### config.mk
export PLATFORM = sky130hd
export DESIGN_NAME = branch_resolve_unit
export DESIGN_NICKNAME = d
export VERILOG_FILES = /design/src/rtl/branch_pkg.sv /design/src/rtl/branch_cond.sv /design/src/rtl/branch_resolve_unit.sv
export SDC_FILE = /design/constraint.sdc
export NUM_CORES = 1
export LEC_CHECK = 0
export CAP_MARGIN = 30
export CORE_MARGIN = 3
export CORE_UTILIZATION = 51
export DETAILED_ROUTE_END_ITERATION = 6
export PLACE_DENSITY = 0.88
export SLEW_MARGIN = 10
export SYNTH_ARGS = -nofsm -noshare
export SYNTH_HDL_FRONTEND = slang
export SYNTH_SLANG_ARGS = --single-unit
### constraint.sdc
create_clock -name clk -period 6.21 [get_ports clk]
set_clock_uncertainty 0.1 [all_clocks]
set_input_delay 0.9315 -clock clk [delete_from_list [all_inputs] [get_ports clk]]
set_output_delay 0.9315 -clock clk [all_outputs]
set_load 0.05 [all_outputs]
### src/rtl/branch_pkg.sv
// Shared definitions for the branch resolution stage.
//   BR_OP_W : width of the branch condition code
//   br_op_t : the six legal branch conditions (010 and 011 are illegal)
package branch_pkg;

  localparam int BR_OP_W = 3;

  typedef enum logic [BR_OP_W-1:0] {
    BR_BEQ  = 3'b000,
    BR_BNE  = 3'b001,
    BR_BLT  = 3'b100,
    BR_BGE  = 3'b101,
    BR_BLTU = 3'b110,
    BR_BGEU = 3'b111
  } br_op_t;

  // Saturating increment shared by the statistics counters.
  function automatic logic sat_inc_en(input logic at_max, input logic inc);
    return inc && !at_max;
  endfunction

endpackage

### src/rtl/branch_cond.sv
// Combinational branch condition evaluator.
//   br_op  : condition code (branch_pkg::br_op_t encoding)
//   op_a/b : compare operands, XLEN bits
//   taken  : condition true; illegal codes evaluate to 0
module branch_cond
  import branch_pkg::*;
#(
  parameter int XLEN = 32
) (
  input  logic [BR_OP_W-1:0] br_op,
  input  logic [XLEN-1:0]    op_a,
  input  logic [XLEN-1:0]    op_b,
  output logic               taken
);

  logic eq, lt_s, lt_u;

  assign eq   = (op_a == op_b);
  assign lt_s = ($signed(op_a) < $signed(op_b));
  assign lt_u = (op_a < op_b);

  always_comb begin
    taken = 1'b0;
    case (br_op)
      BR_BEQ:  taken = eq;
      BR_BNE:  taken = !eq;
      BR_BLT:  taken = lt_s;
      BR_BGE:  taken = !lt_s;
      BR_BLTU: taken = lt_u;
      BR_BGEU: taken = !lt_u;
      default: taken = 1'b0;
    endcase
  end

endmodule

### src/rtl/branch_resolve_unit.sv
// Pipelined branch resolution stage: evaluates the branch condition, forms
// the redirect address, checks the front-end prediction and holds the result
// in a single registered slot with valid/ready handshake. Two saturating
// counters track resolved branches and mispredictions.
//   clk, rst_n                : clock, async active-low reset
//   in_valid/in_ready         : input handshake
//   br_op, op_a, op_b         : condition and operands
//   pc, imm                   : branch address and sign-extended offset
//   pred_taken, pred_target   : front-end prediction
//   flush                     : kill held result, block acceptance
//   out_valid/out_ready       : output handshake
//   taken, redirect_pc, mispredict : resolved result
//   clr_stats, br_count, mp_count  : statistics
module branch_resolve_unit
  import branch_pkg::*;
#(
  parameter int XLEN       = 32,
  parameter int CNT_W      = 16,
  parameter int ILEN_BYTES = 4
) (
  input  logic               clk,
  input  logic               rst_n,
  input  logic               in_valid,
  output logic               in_ready,
  input  logic [BR_OP_W-1:0] br_op,
  input  logic [XLEN-1:0]    op_a,
  input  logic [XLEN-1:0]    op_b,
  input  logic [XLEN-1:0]    pc,
  input  logic [XLEN-1:0]    imm,
  input  logic               pred_taken,
  input  logic [XLEN-1:0]    pred_target,
  input  logic               flush,
  output logic               out_valid,
  input  logic               out_ready,
  output logic               taken,
  output logic [XLEN-1:0]    redirect_pc,
  output logic               mispredict,
  input  logic               clr_stats,
  output logic [CNT_W-1:0]   br_count,
  output logic [CNT_W-1:0]   mp_count
);

  logic            cond_taken;
  logic [XLEN-1:0] tgt_pc, seq_pc;
  logic            mp_calc;
  logic            accept, hs;

  logic             vld_q, vld_d;
  logic             taken_q;
  logic [XLEN-1:0]  rpc_q;
  logic             mp_q;
  logic [CNT_W-1:0] br_q, br_d, mp_cnt_q, mp_cnt_d;

  branch_cond #(.XLEN(XLEN)) u_cond (
    .br_op (br_op),
    .op_a  (op_a),
    .op_b  (op_b),
    .taken (cond_taken)
  );

  // Modulo-2^XLEN address arithmetic; carries drop off the top.
  assign tgt_pc = pc + imm;
  assign seq_pc = pc + XLEN'(ILEN_BYTES);

  assign mp_calc = (cond_taken != pred_taken) ||
                   (cond_taken && pred_taken && (pred_target != tgt_pc));

  assign in_ready = !vld_q || out_ready;
  assign accept   = in_valid && in_ready && !flush;
  // Flush overrides the handshake, so a flushed result is never counted.
  assign hs       = vld_q && out_ready && !flush;

  always_comb begin
    vld_d = vld_q;
    if (flush)       vld_d = 1'b0;
    else if (accept) vld_d = 1'b1;
    else if (hs)     vld_d = 1'b0;
  end

  always_comb begin
    br_d     = br_q;
    mp_cnt_d = mp_cnt_q;
    if (clr_stats) begin
      br_d     = '0;
      mp_cnt_d = '0;
    end else begin
      if (sat_inc_en(&br_q, hs))            br_d     = br_q + 1'b1;
      if (sat_inc_en(&mp_cnt_q, hs && mp_q)) mp_cnt_d = mp_cnt_q + 1'b1;
    end
  end

  always_ff @(posedge clk or negedge rst_n) begin
    if (!rst_n) begin
      vld_q    <= 1'b0;
      taken_q  <= 1'b0;
      rpc_q    <= '0;
      mp_q     <= 1'b0;
      br_q     <= '0;
      mp_cnt_q <= '0;
    end else begin
      vld_q    <= vld_d;
      br_q     <= br_d;
      mp_cnt_q <= mp_cnt_d;
      if (accept) begin
        taken_q <= cond_taken;
        rpc_q   <= cond_taken ? tgt_pc : seq_pc;
        mp_q    <= mp_calc;
      end
    end
  end

  assign out_valid   = vld_q;
  assign taken       = taken_q;
  assign redirect_pc = rpc_q;
  assign mispredict  = mp_q;
  assign br_count    = br_q;
  assign mp_count    = mp_cnt_q;

endmodule
==> summary.md, run 1 <==
| Metric | Value |
|---|---|
| Vias in the first global route | 7,313 |
| Hold path start | redirect_pc[4]$_DFFE_PN0P_ |
| WL/cell | roughly 18 um |
| CP Class | input port to register |
| Initial antenna violation count | 0 |
| Worst VDD drop | 0.184 mV |
| Global placement routability congestion | 0.970 |
| DRT iter0 DRCs | 515 |
| Root buffer cell | clkbuf_16 |
| Yosys top cell by area | dfrtp_1 |
| Syn nets | between 1k and 1.5k |
| Max-cap viol count | 0 |
| Cts hold-fix bufs | 0 |
| Hold Path Class | register to register |
| Max Freq | 229 MHz |
| Worst-path maximum fanout | 4 |
| Synthesized instance count | 913 |
| Share of cells above drive strength 1 | 0.0397 |
| Diodes inserted | 0 |
| Placeable core area | between 10,000 and 15,000 um^2 |
| Die ar. | approximately 16,000 um^2 |
| Vias post-DR | 7,509 |
| Final Hold Viols | 0 |
| Row count | 42 |
| Distinct cells, synth | 71 |
| Crit. End Element | register |
| I/O Pins | 238 |
| Final wirelength | 23.2 mm |
| RSZ-0062 raised after global routing | false |
| Die W | 125 um |
| Hold Path End | redirect_pc[4]$_DFFE_PN0P_ |
| Design area | roughly 10000 um^2 |
| R2R Setup Slk | 3.18 ns |
| Setup_tns | 0 ns |
| Total gr overflow | 0 |
| Lkg Pwr | between 4 and 5 nW |
| Largest net degree at the start of global routing | 68 |
| Area growth syn-to-layout | 38.6% |
| Clock tree sinks | 67 |
| Post-CTS Setup Inserts | 0 |
| Setup slack after layout | 1.84 ns |
| Post-synth ARST share | 1.00 |
| NumNets Final | roughly 1.4k |
| Clock period minus worst slack | 4.37 ns |
| Arrival @ worst endpoint | 4.46 ns |
| Post-synthesis sequential area ratio | 0.233 |
| Worst-Margin Slew | 0.856 ns |
| Worst r2r src | out_valid$_DFFE_PN0P_ |
| Number of flops mapped to enable cells by yosys | 0 |
| Post-Syn Area | around 7000 um^2 |
| Cell Area, Placed | 9660 um^2 |
| Routed Antenna Nets | 0 |
| Via/cell ratio | about 5.7 |
| Port bufs | 237 |
| H-tree Lvls | 3 |
| Synthesized area per cell | 7.89 um^2 |
| Final Power | between 2 and 2.5 mW |
| Worst reg2reg endpoint | mispredict$_DFFE_PN0P_ |
| Startpoint types | input port |
| Power per cell area | 201 nW/um^2 |
| CTS resizes | 0 |
| Hpwl dp | 18.7 mm |
| Reg clk slew, reported paths | about 0.05 ns |
| Clock tree buffer depth | 2 |
| Outcome | completed |
| Post-synth top flop | dfrtp_1 |
| Top cell type's share of synthesized area | 0.233 |
| Tcrit/Tclk final | 0.704 |
| Post-place setup slack | ~1.5 ns |
| Syn. warnings | 0 |
| Synth top area cells | dfrtp_1 (23%), ha_1 (11%), xnor2_1 (8.3%) |
| Hold depth | 2 |
| Rel. slew slack | 0.430 |
| TritonRoute pass-1 iters | 5 |
| DRC | 0 |
| CP cell instances | clkdlybuf4s50_1 -> ha_1 -> fa_1 -> a21o_1 -> a221oi_2 -> nor4_1 -> or3_1 -> a31o_2 -> xnor2_1 -> a2111oi_0 -> nand4_1 -> nor4_2 -> a211oi_2 |
| R2R cell count | 11 |
| Final setup vio count | 0 |
| First-pass GRT wire length | around 37 mm |
| Num CTS Buffers | 9 |
| Starting Density | 0.533 |
| Worst skew pair latency | 0.33 ns |
| Total Routing Usage GR | 0.291 |
| CP peak stage delay | 0.45 ns |
| Height of the die | about 120 um |
| CTS tree | done |
| Post-synthesis register bit count | 67 |
| Slowest CP cell | fa_1 |
| Required @ worst endpoint | 6.30 ns |
| Final Slew Violations | 0 |
==> through the flow <==
stage	hold slack, ns	cells	util
4_1_cts	0.381	1309	0.739
3_3_place_gp	0.360	1293	0.714
2_1_floorplan	0.536	913	-
6_report	0.375	1309	0.739
3_5_place_dp	0.362	1294	0.715
5_1_grt	0.402	1309	0.739
==> metal layers <==
metal / GRT usage / vias up / part of all wire
li1: - / 3697 / -
met1: 0.381 / 3455 / 0.42
met2: 0.490 / 317 / 0.48
met3: 0.0570 / 40 / 0.074
met4: 0.0829 / 0 / 0.024
met5: 0 / - / 0
==> worst max-delay path by stage <==
stage | slack [ns] | cells past startpoint | from | to
after floorplan | 2.36 | 12 | pc[0] | mispredict$_DFFE_PN0P_
after global placement | 1.68 | 13 | pc[0] | mispredict$_DFFE_PN0P_
after detailed placement | 1.50 | 13 | pc[0] | mispredict$_DFFE_PN0P_
after CTS | 1.85 | 13 | pc[0] | mispredict$_DFFE_PN0P_
after global routing | 1.59 | 13 | pc[0] | mispredict$_DFFE_PN0P_
final | 1.84 | 13 | pc[0] | mispredict$_DFFE_PN0P_
==> placed cells by master, fill, tap and decap left out, types with 4 or more instances in the layout <==
cell type / synthesis / final
ha_1: 66 / 66
and3_1: 14 / 14
nor2b_1: 9 / 9
nor2_1: 78 / 78
xor2_1: 49 / 49
nand4_1: 38 / 38
o211ai_1: 6 / 6
mux2i_1: 12 / 12
o21bai_1: 6 / 6
o21ai_1: 5 / 5
and2_1: 5 / 5
xnor2_1: 68 / 68
or2_2: 4 / 4
nor4_1: 6 / 6
nor3_1: 19 / 19
o21a_1: 9 / 9
clkdlybuf4s50_1: 0 / 236
buf_4: 1 / 4
inv_1: 45 / 45
o2111ai_1: 4 / 4
and4_1: 10 / 10
a21oi_1: 62 / 62
nand3_1: 27 / 26
nand2_1: 111 / 111
o21ai_0: 68 / 68
dfrtp_1: 67 / 67
clkbuf_16: 0 / 9
o31ai_1: 5 / 5
nand2b_1: 6 / 6
or3_1: 7 / 7
a21o_1: 9 / 9
==> layout make-up <==
| cell class | instances | area (um^2) |
|---|---|---|
| flip-flops and latches | 67 | 1680 |
| multi-input cells | 764 | 5180 |
| fillers | 1031 | 3530 |
| inverters | 45 | 169 |
| repair buffers | 242 | 2410 |
| clock inverters | 6 | 90.1 |
| clock buffers | 9 | 225 |
| well taps | 176 | 220 |
==> flip-flops by register name, indices dropped and copies added (netlist names) <==
| name | count |
|---|---|
| redirect_pc | 32 |
| br_count | 16 |
| mp_count | 16 |
| mispredict | 1 |
| out_valid | 1 |
| taken | 1 |
==> synthesized netlist by cell type (9+ instances only) <==
| library cell | number |
|---|---|
| nand2_1 | 111 |
| nor2_1 | 78 |
| o21ai_0 | 68 |
| xnor2_1 | 68 |
| dfrtp_1 | 67 |
| ha_1 | 66 |
| a21oi_1 | 62 |
| xor2_1 | 49 |
| inv_1 | 45 |
| nand4_1 | 38 |
| nand3_1 | 27 |
| buf_2 | 20 |
| nor3_1 | 19 |
| and3_1 | 14 |
| clkbuf_1 | 14 |
| mux2i_1 | 12 |
| and4_1 | 10 |
| a21o_1 | 9 |
| nor2b_1 | 9 |
| o21a_1 | 9 |
==> critical path: cells and delay by family <==
family          cells  cell delay [ns]
simple gates        4             0.96
fa+ha+maj           2             0.73
xor+xnor            1             0.12
buf+inv             1             0.44
compound gates      5             1.27
==> power by group <==
part / switching, mW / total (mW) / internal (mW)
Sequential: 0.0287 / 0.514 / 0.485
Clock: 0.193 / 0.543 / 0.350
Combinational: 0.557 / 0.944 / 0.387
Total: 0.779 / 2.00 / 1.22
==> logic make-up (layout without fill, tap and decap cells) <==
logic type,after synthesis,count (layout),share of synthesized area
compound gates,217,217,0.195
xor+xnor,121,121,0.154
fa+ha+maj,67,67,0.117
buf+inv,82,302,0.0479
flops,67,67,0.233
mux,14,14,0.0198
simple gates,345,345,0.233
(Power assumes the default switching activity.)
==> inputs of run 2 (changes only) <==
- CORE_UTILIZATION: 51 -> 48
- PLACE_DENSITY: 0.88 -> 0.83
- clock period: 6.21 -> 4.1 ns (I/O delays scaled with it)
==> run 2 against run 1 <==
  * Non-clock buffer count increased by 49
  * Register-to-register slack worse by 1.9 ns
  * Sequential cell count unchanged
  * Global-route usage is 0.46 points lower
  * Cell area increased by 4.0%
  * Setup slack worse by 1.6 ns
  * Via count up 4.6%
  * Die area up 5.9%
  * Critical endpoint unchanged
  * Largest power group unchanged
  * Critical path depth did not move
==> summary.md, run 2 (synthesis gave the netlist of run 1 again) <==
| Metric | Value |
|---|---|
| Vias post-DR | 7,858 |
| NumNets Final | 1,415 |
| Combinational power share | 0.488 |
| Hold Path Class | input port to asynchronous set/reset pin |
| Layout fillers | 1,167 |
| Max FFs per register | 32 |
| Final Slew Violations | 0 |
| Total gr overflow | 0 |
| Worst-path maximum fanout | 3 |
| Max Freq | approximately 260 MHz |
| Starting Density | 0.494 |
| Reg clk slew, reported paths | 0.06 ns |
| Share of power burned in registers | 0.252 |
| DRC | 0 |
| GRT met2 Usage | 0.483 |
| Port bufs | about 240 |
| Placeable core area | ~15,000 um^2 |
| Vias in the first global route | ~7.6k |
| Via/cell ratio | 5.75 |
| Final wirelength | 24.2 mm |
| Die ar. | 16,500 um^2 |
| CTS tree | done |
| Routed Antenna Nets | 0 |
| WHS | 0.162 ns |
| Design area | 10,400 um^2 |
| GR Layer Usage met3 | 0.0436 |
| Commonest non-fill, non-tap cell in the layout | clkdlybuf4s50_1 |
| Required @ worst endpoint | 4.21 ns |
| Cell Area, Placed | 10,100 um^2 |
| Switch share | 0.399 |
| Final setup vio count | 0 |
| CP cell instances | clkdlybuf4s50_1 -> ha_1 -> fa_1 -> a211oi_1 -> o211ai_1 -> a31oi_1 -> mux2i_1 -> o2111a_1 -> nand4_1 -> nor4_1 -> nand4_1 -> nor4_2 -> a211oi_2 |
| Global placement routability congestion | 0.980 |
| Lkg Pwr | 4.45 nW |
| Delay-heaviest family, CP | compound AO/OA/AOI/OAI gates |
| Final Power | 3.09 mW |
| Final Hold Viols | 0 |
| Initial antenna violation count | 0 |
| Arrival @ worst endpoint | about 3.9 ns |
| Crit-path most repeated cell | nand4_1 |
| Root buffer cell | clkbuf_16 |
| GR peak layer | met2 |
| Cts hold-fix bufs | 0 |
| TritonRoute pass-1 iters | 6 |
| Worst skew pair latency | 0.34 ns |
| Row count | 44 |
| Share of cells above drive strength 1 | 0.0803 |
| Die W | 128 um |
| Height of the die | roughly 130 um |
| Hpwl dp | 20.5 mm |
| CP bufs+invs | 1 |
| Max-cap viol count | 0 |
| WL/cell | between 15 and 20 um |
| Power per cell area | 298 nW/um^2 |
| Clock period minus worst slack | 3.83 ns |
| Crit. End Element | register |
| Rel. slew slack | 0.535 |
| CP Class | input port to register |
| Startpoint types | input port |
| Slowest CP cell | clkdlybuf4s50_1 |
| Post-CTS Setup Inserts | 0 |
| Internal Power | 1.86 mW |
| Diodes inserted | 0 |
| CP peak stage delay | 0.44 ns |
| H-tree Lvls | 3 |
| Total Routing Usage GR | 0.286 |
| Outcome | completed |
| I/O Pins | 238 |
| Met1 Usage GRT | 0.375 |
| Clock network power share | 0.260 |
| Clock tree buffer depth | 2 |
| Worst-Margin Slew | slightly below 0.7 ns |
| NetSw | 1.23 mW |
| Area growth syn-to-layout | 44.1% |
| RSZ-0062 raised after global routing | false |
| Most frequent cells in the layout | clkdlybuf4s50_1 (236), nand2_1 (111), nor2_1 (78), xnor2_1 (68), o21ai_0 (68) |
| Worst VDD drop | 0.228 mV |
| Tcrit/Tclk final | 0.935 |
| First-pass GRT wire length | 38.0 mm |
| DRT iter0 DRCs | 614 |
| Largest net degree at the start of global routing | 27 |
| Clock tree sinks | 67 |
| Num CTS Buffers | 9 |
[run 2: cell types whose count changed in the layout (fill, tap and decap cells not counted), sizes merged]
| cell | change |
|---|---|
| buf | +49 |
| bufinv | -1 |
| clkinv | -2 |
| clkinvlp | +1 |
| inv | +3 |
[run 2: per-stage QoR]
stage                     utilization  TNS (ns)  instances  worst slack (ns)
after floorplan                     -         0        913             0.570
after global placement          0.688  -0.00201       1350          -0.00201
after detailed placement        0.690    -0.103       1351            -0.103
after CTS                       0.711         0       1367             0.245
after global routing            0.711         0       1367            0.0118
final                           0.711         0       1367             0.266
[run 2: worst paths after layout]
path                                                   from                     endpoint  slack, ns  cells after the start
worst min register to register  redirect_pc[16]$_DFFE_PN0P_  redirect_pc[16]$_DFFE_PN0P_       0.38                      2
max in group asynchronous                             rst_n      mp_count[3]$_DFFE_PN0P_       3.02                      2
worst max-delay path                                 imm[0]       mispredict$_DFFE_PN0P_       0.27                     13
worst min-delay path                                  rst_n      mp_count[9]$_DFFE_PN0P_       0.16                      1
min in group clk                redirect_pc[16]$_DFFE_PN0P_  redirect_pc[16]$_DFFE_PN0P_       0.38                      2
worst max register to register        out_valid$_DFFE_PN0P_       mispredict$_DFFE_PN0P_       1.25                     11
[run 2: layout make-up]
class | count | area [um^2] | share of cell area
flip-flops and latches | 67 | 1680 | 0.162
clock buffers | 9 | 225 | 0.0217
multi-input cells | 764 | 5190 | 0.500
well taps | 184 | 230 | 0.0222
repair buffers | 291 | 2810 | 0.270
inverters | 45 | 169 | 0.0163
clock inverters | 7 | 82.6 | 0.00796
[run 2: repair_timing]
action                                  CTS  global route
endpoints found under the setup margin    0             1
hold endpoints to repair                  0             0
resized for setup                         0             1
[run 2: power groups by stage]
stage | Clock [mW] | Combinational [mW] | Sequential, mW
after CTS | 0.807 | 1.50 | 0.779
after detailed placement | 0 | 1.49 | 0.790
after global routing | 0.841 | 1.62 | 0.786
after global placement | 0 | 1.47 | 0.789
final | 0.803 | 1.51 | 0.778
after floorplan | 0 | 0.628 | 1.04
[run 2: per-layer routing]
| layer | up-vias | part of all wire |
|---|---|---|
| met3 | 63 | 0.076 |
| met2 | 390 | 0.47 |
| met1 | 3604 | 0.42 |
| met4 | 0 | 0.031 |
| li1 | 3801 | - |
| met5 | - | 0 |
==> inputs of run 3 (changes only) <==
- CORE_ASPECT_RATIO: default -> 1.4
==> run 3 against run 2 <==
  * Cell area rose by 0.77%
  * Utilization increased by 0.62 points
  * Hold slack better by 0.20 ns
  * Die area grew 0.13%
  * Highest routed layer unchanged
==> summary.md, run 3 (synthesis gave the netlist of run 1 again) <==
| Metric | Value |
|---|---|
| Routed Antenna Nets | 0 |
| CTS tree | done |
| Starting Density | 0.494 |
| WL/cell | 17.4 um |
| Clock tree sinks | 67 |
| I/O Pins | 238 |
| Setup slack after layout | 0.228 ns |
| Die W | 110 um |
| Rel. slew slack | 0.424 |
| Num CTS Buffers | 9 |
| Hold Path Class | input port to asynchronous set/reset pin |
| Commonest non-fill, non-tap cell in the layout | clkdlybuf4s50_1 |
| Root buffer cell | clkbuf_16 |
| Post-place setup slack | -0.0939 ns |
| TritonRoute pass-1 iters | 6 |
| Global placement routability congestion | around 1.0 |
| Hpwl dp | 20.3 mm |
| Final setup vio count | 0 |
| First-pass GRT wire length | 37.4 mm |
| Max Freq | between 200 and 300 MHz |
| Max-cap viol count | 0 |
| Total gr overflow | 0 |
| Vias post-DR | 7,758 |
| Reg clk slew, reported paths | 0.06 ns |
| CP Class | input port to register |
| Share of cells above drive strength 1 | 0.0900 |
| Diodes inserted | 0 |
| Clock tree buffer depth | 2 |
| Final wirelength | approximately 24 mm |
| Required @ worst endpoint | 4.18 ns |
| Initial antenna violation count | 0 |
| Via/cell ratio | ~5.6 |
| NumNets Final | 1,421 |
| Crit. End Element | register |
| Port bufs | 237 |
| Final Slew Violations | 0 |
| Worst VDD drop | 0.232 mV |
| Worst-Margin Slew | 0.864 ns |
| Power per cell area | 295 nW/um^2 |
| Total Routing Usage GR | 0.286 |
| WHS | 0.365 ns |
| Tcrit/Tclk final | 0.944 |
| Max FFs per register | 32 |
| Die ar. | 16,500 um^2 |
| Startpoint types | input port |
| Height of the die | approximately 150 um |
| Row count | 52 |
| Clock period minus worst slack | approximately 3.9 ns |
| Most frequent cells in the layout | clkdlybuf4s50_1 (236), nand2_1 (111), nor2_1 (78), xnor2_1 (68), o21ai_0 (68) |
| Worst skew pair latency | 0.32 ns |
| Largest net degree at the start of global routing | 68 |
| Arrival @ worst endpoint | roughly 4.0 ns |
| Lkg Pwr | 4.49 nW |
| Final Hold Viols | 0 |
| DRC | 0 |
| Vias in the first global route | 7,699 |
| Area growth syn-to-layout | 45.2% |
| RSZ-0062 raised after global routing | false |
| H-tree Lvls | 3 |
| Placeable core area | 14,600 um^2 |
| DRT iter0 DRCs | roughly 550 |
| Outcome | completed |
| Worst-path maximum fanout | 3 |
## run 3: through the flow
stage | TNS (ns) | power, mW | instance area (um^2) | util | instances
after CTS | 0 | 3.09 | 10400 | 0.715 | 1378
after global routing | 0 | 3.25 | 10500 | 0.717 | 1378
after floorplan | 0 | 1.67 | 7200 | - | 913
final | 0 | 3.09 | 10500 | 0.717 | 1378
after global placement | -0.0194 | 2.27 | 10100 | 0.692 | 1361
after detailed placement | -0.0939 | 2.29 | 10100 | 0.694 | 1362
## run 3: power breakdown
group / total, mW / leakage [nW] / internal, mW / switching (mW)
clock: 0.793 / 0.149 / 0.481 / 0.311
combinational: 1.51 / 3.46 / 0.648 / 0.864
sequential: 0.782 / 0.881 / 0.735 / 0.0471
## run 3: what timing repair did
item                                    CTS  global route
gates resized for setup                   0             7
buffers inserted                          0             0
endpoints found under the setup margin    0             1
hold buffers                              0             0
## run 3: final timing paths
| path | from | to | slack [ns] | cells past startpoint |
|---|---|---|---|---|
| max | pc[0] | mispredict$_DFFE_PN0P_ | 0.23 | 14 |
| min | rst_n | mp_count[11]$_DFFE_PN0P_ | 0.36 | 2 |
| max reg2reg | out_valid$_DFFE_PN0P_ | mispredict$_DFFE_PN0P_ | 1.24 | 11 |
| min reg2reg | redirect_pc[3]$_DFFE_PN0P_ | redirect_pc[3]$_DFFE_PN0P_ | 0.37 | 2 |
| max in group asynchronous | rst_n | redirect_pc[3]$_DFFE_PN0P_ | 2.95 | 2 |
| min in group clk | redirect_pc[3]$_DFFE_PN0P_ | redirect_pc[3]$_DFFE_PN0P_ | 0.37 | 2 |
## run 3: critical path, cell delays in order
cell and delay (ns):
clkdlybuf4s50_1 0.43, ha_1 0.25, fa_2 0.39, a21o_1 0.20, a221oi_2 0.29, nor4_1 0.14, buf_4 0.16, nor3_1 0.32
xnor2_1 0.16, nand4_1 0.12, a2111oi_2 0.35, nand4_1 0.18, nor4_2 0.27, a211oi_2 0.06
## run 3: per-layer routing
layer | track usage | routed length [um] | vias to the layer above
met5 | 0 | 0 | -
met3 | 0.0409 | 1370 | 66
met4 | 0.145 | 1110 | 0
li1 | - | - | 3820
met2 | 0.516 | 12400 | 290
met1 | 0.324 | 9050 | 3582
## run 3: cell type report
class | count | area, um^2
Multi-Input combinational cell | 764 | 5210
Timing Repair Buffer | 297 | 2850
Fill cell | 1196 | 4120
Clock buffer | 9 | 225
Sequential cell | 67 | 1680
Tap cell | 189 | 236
Inverter | 45 | 169
Clock inverter | 7 | 83.8
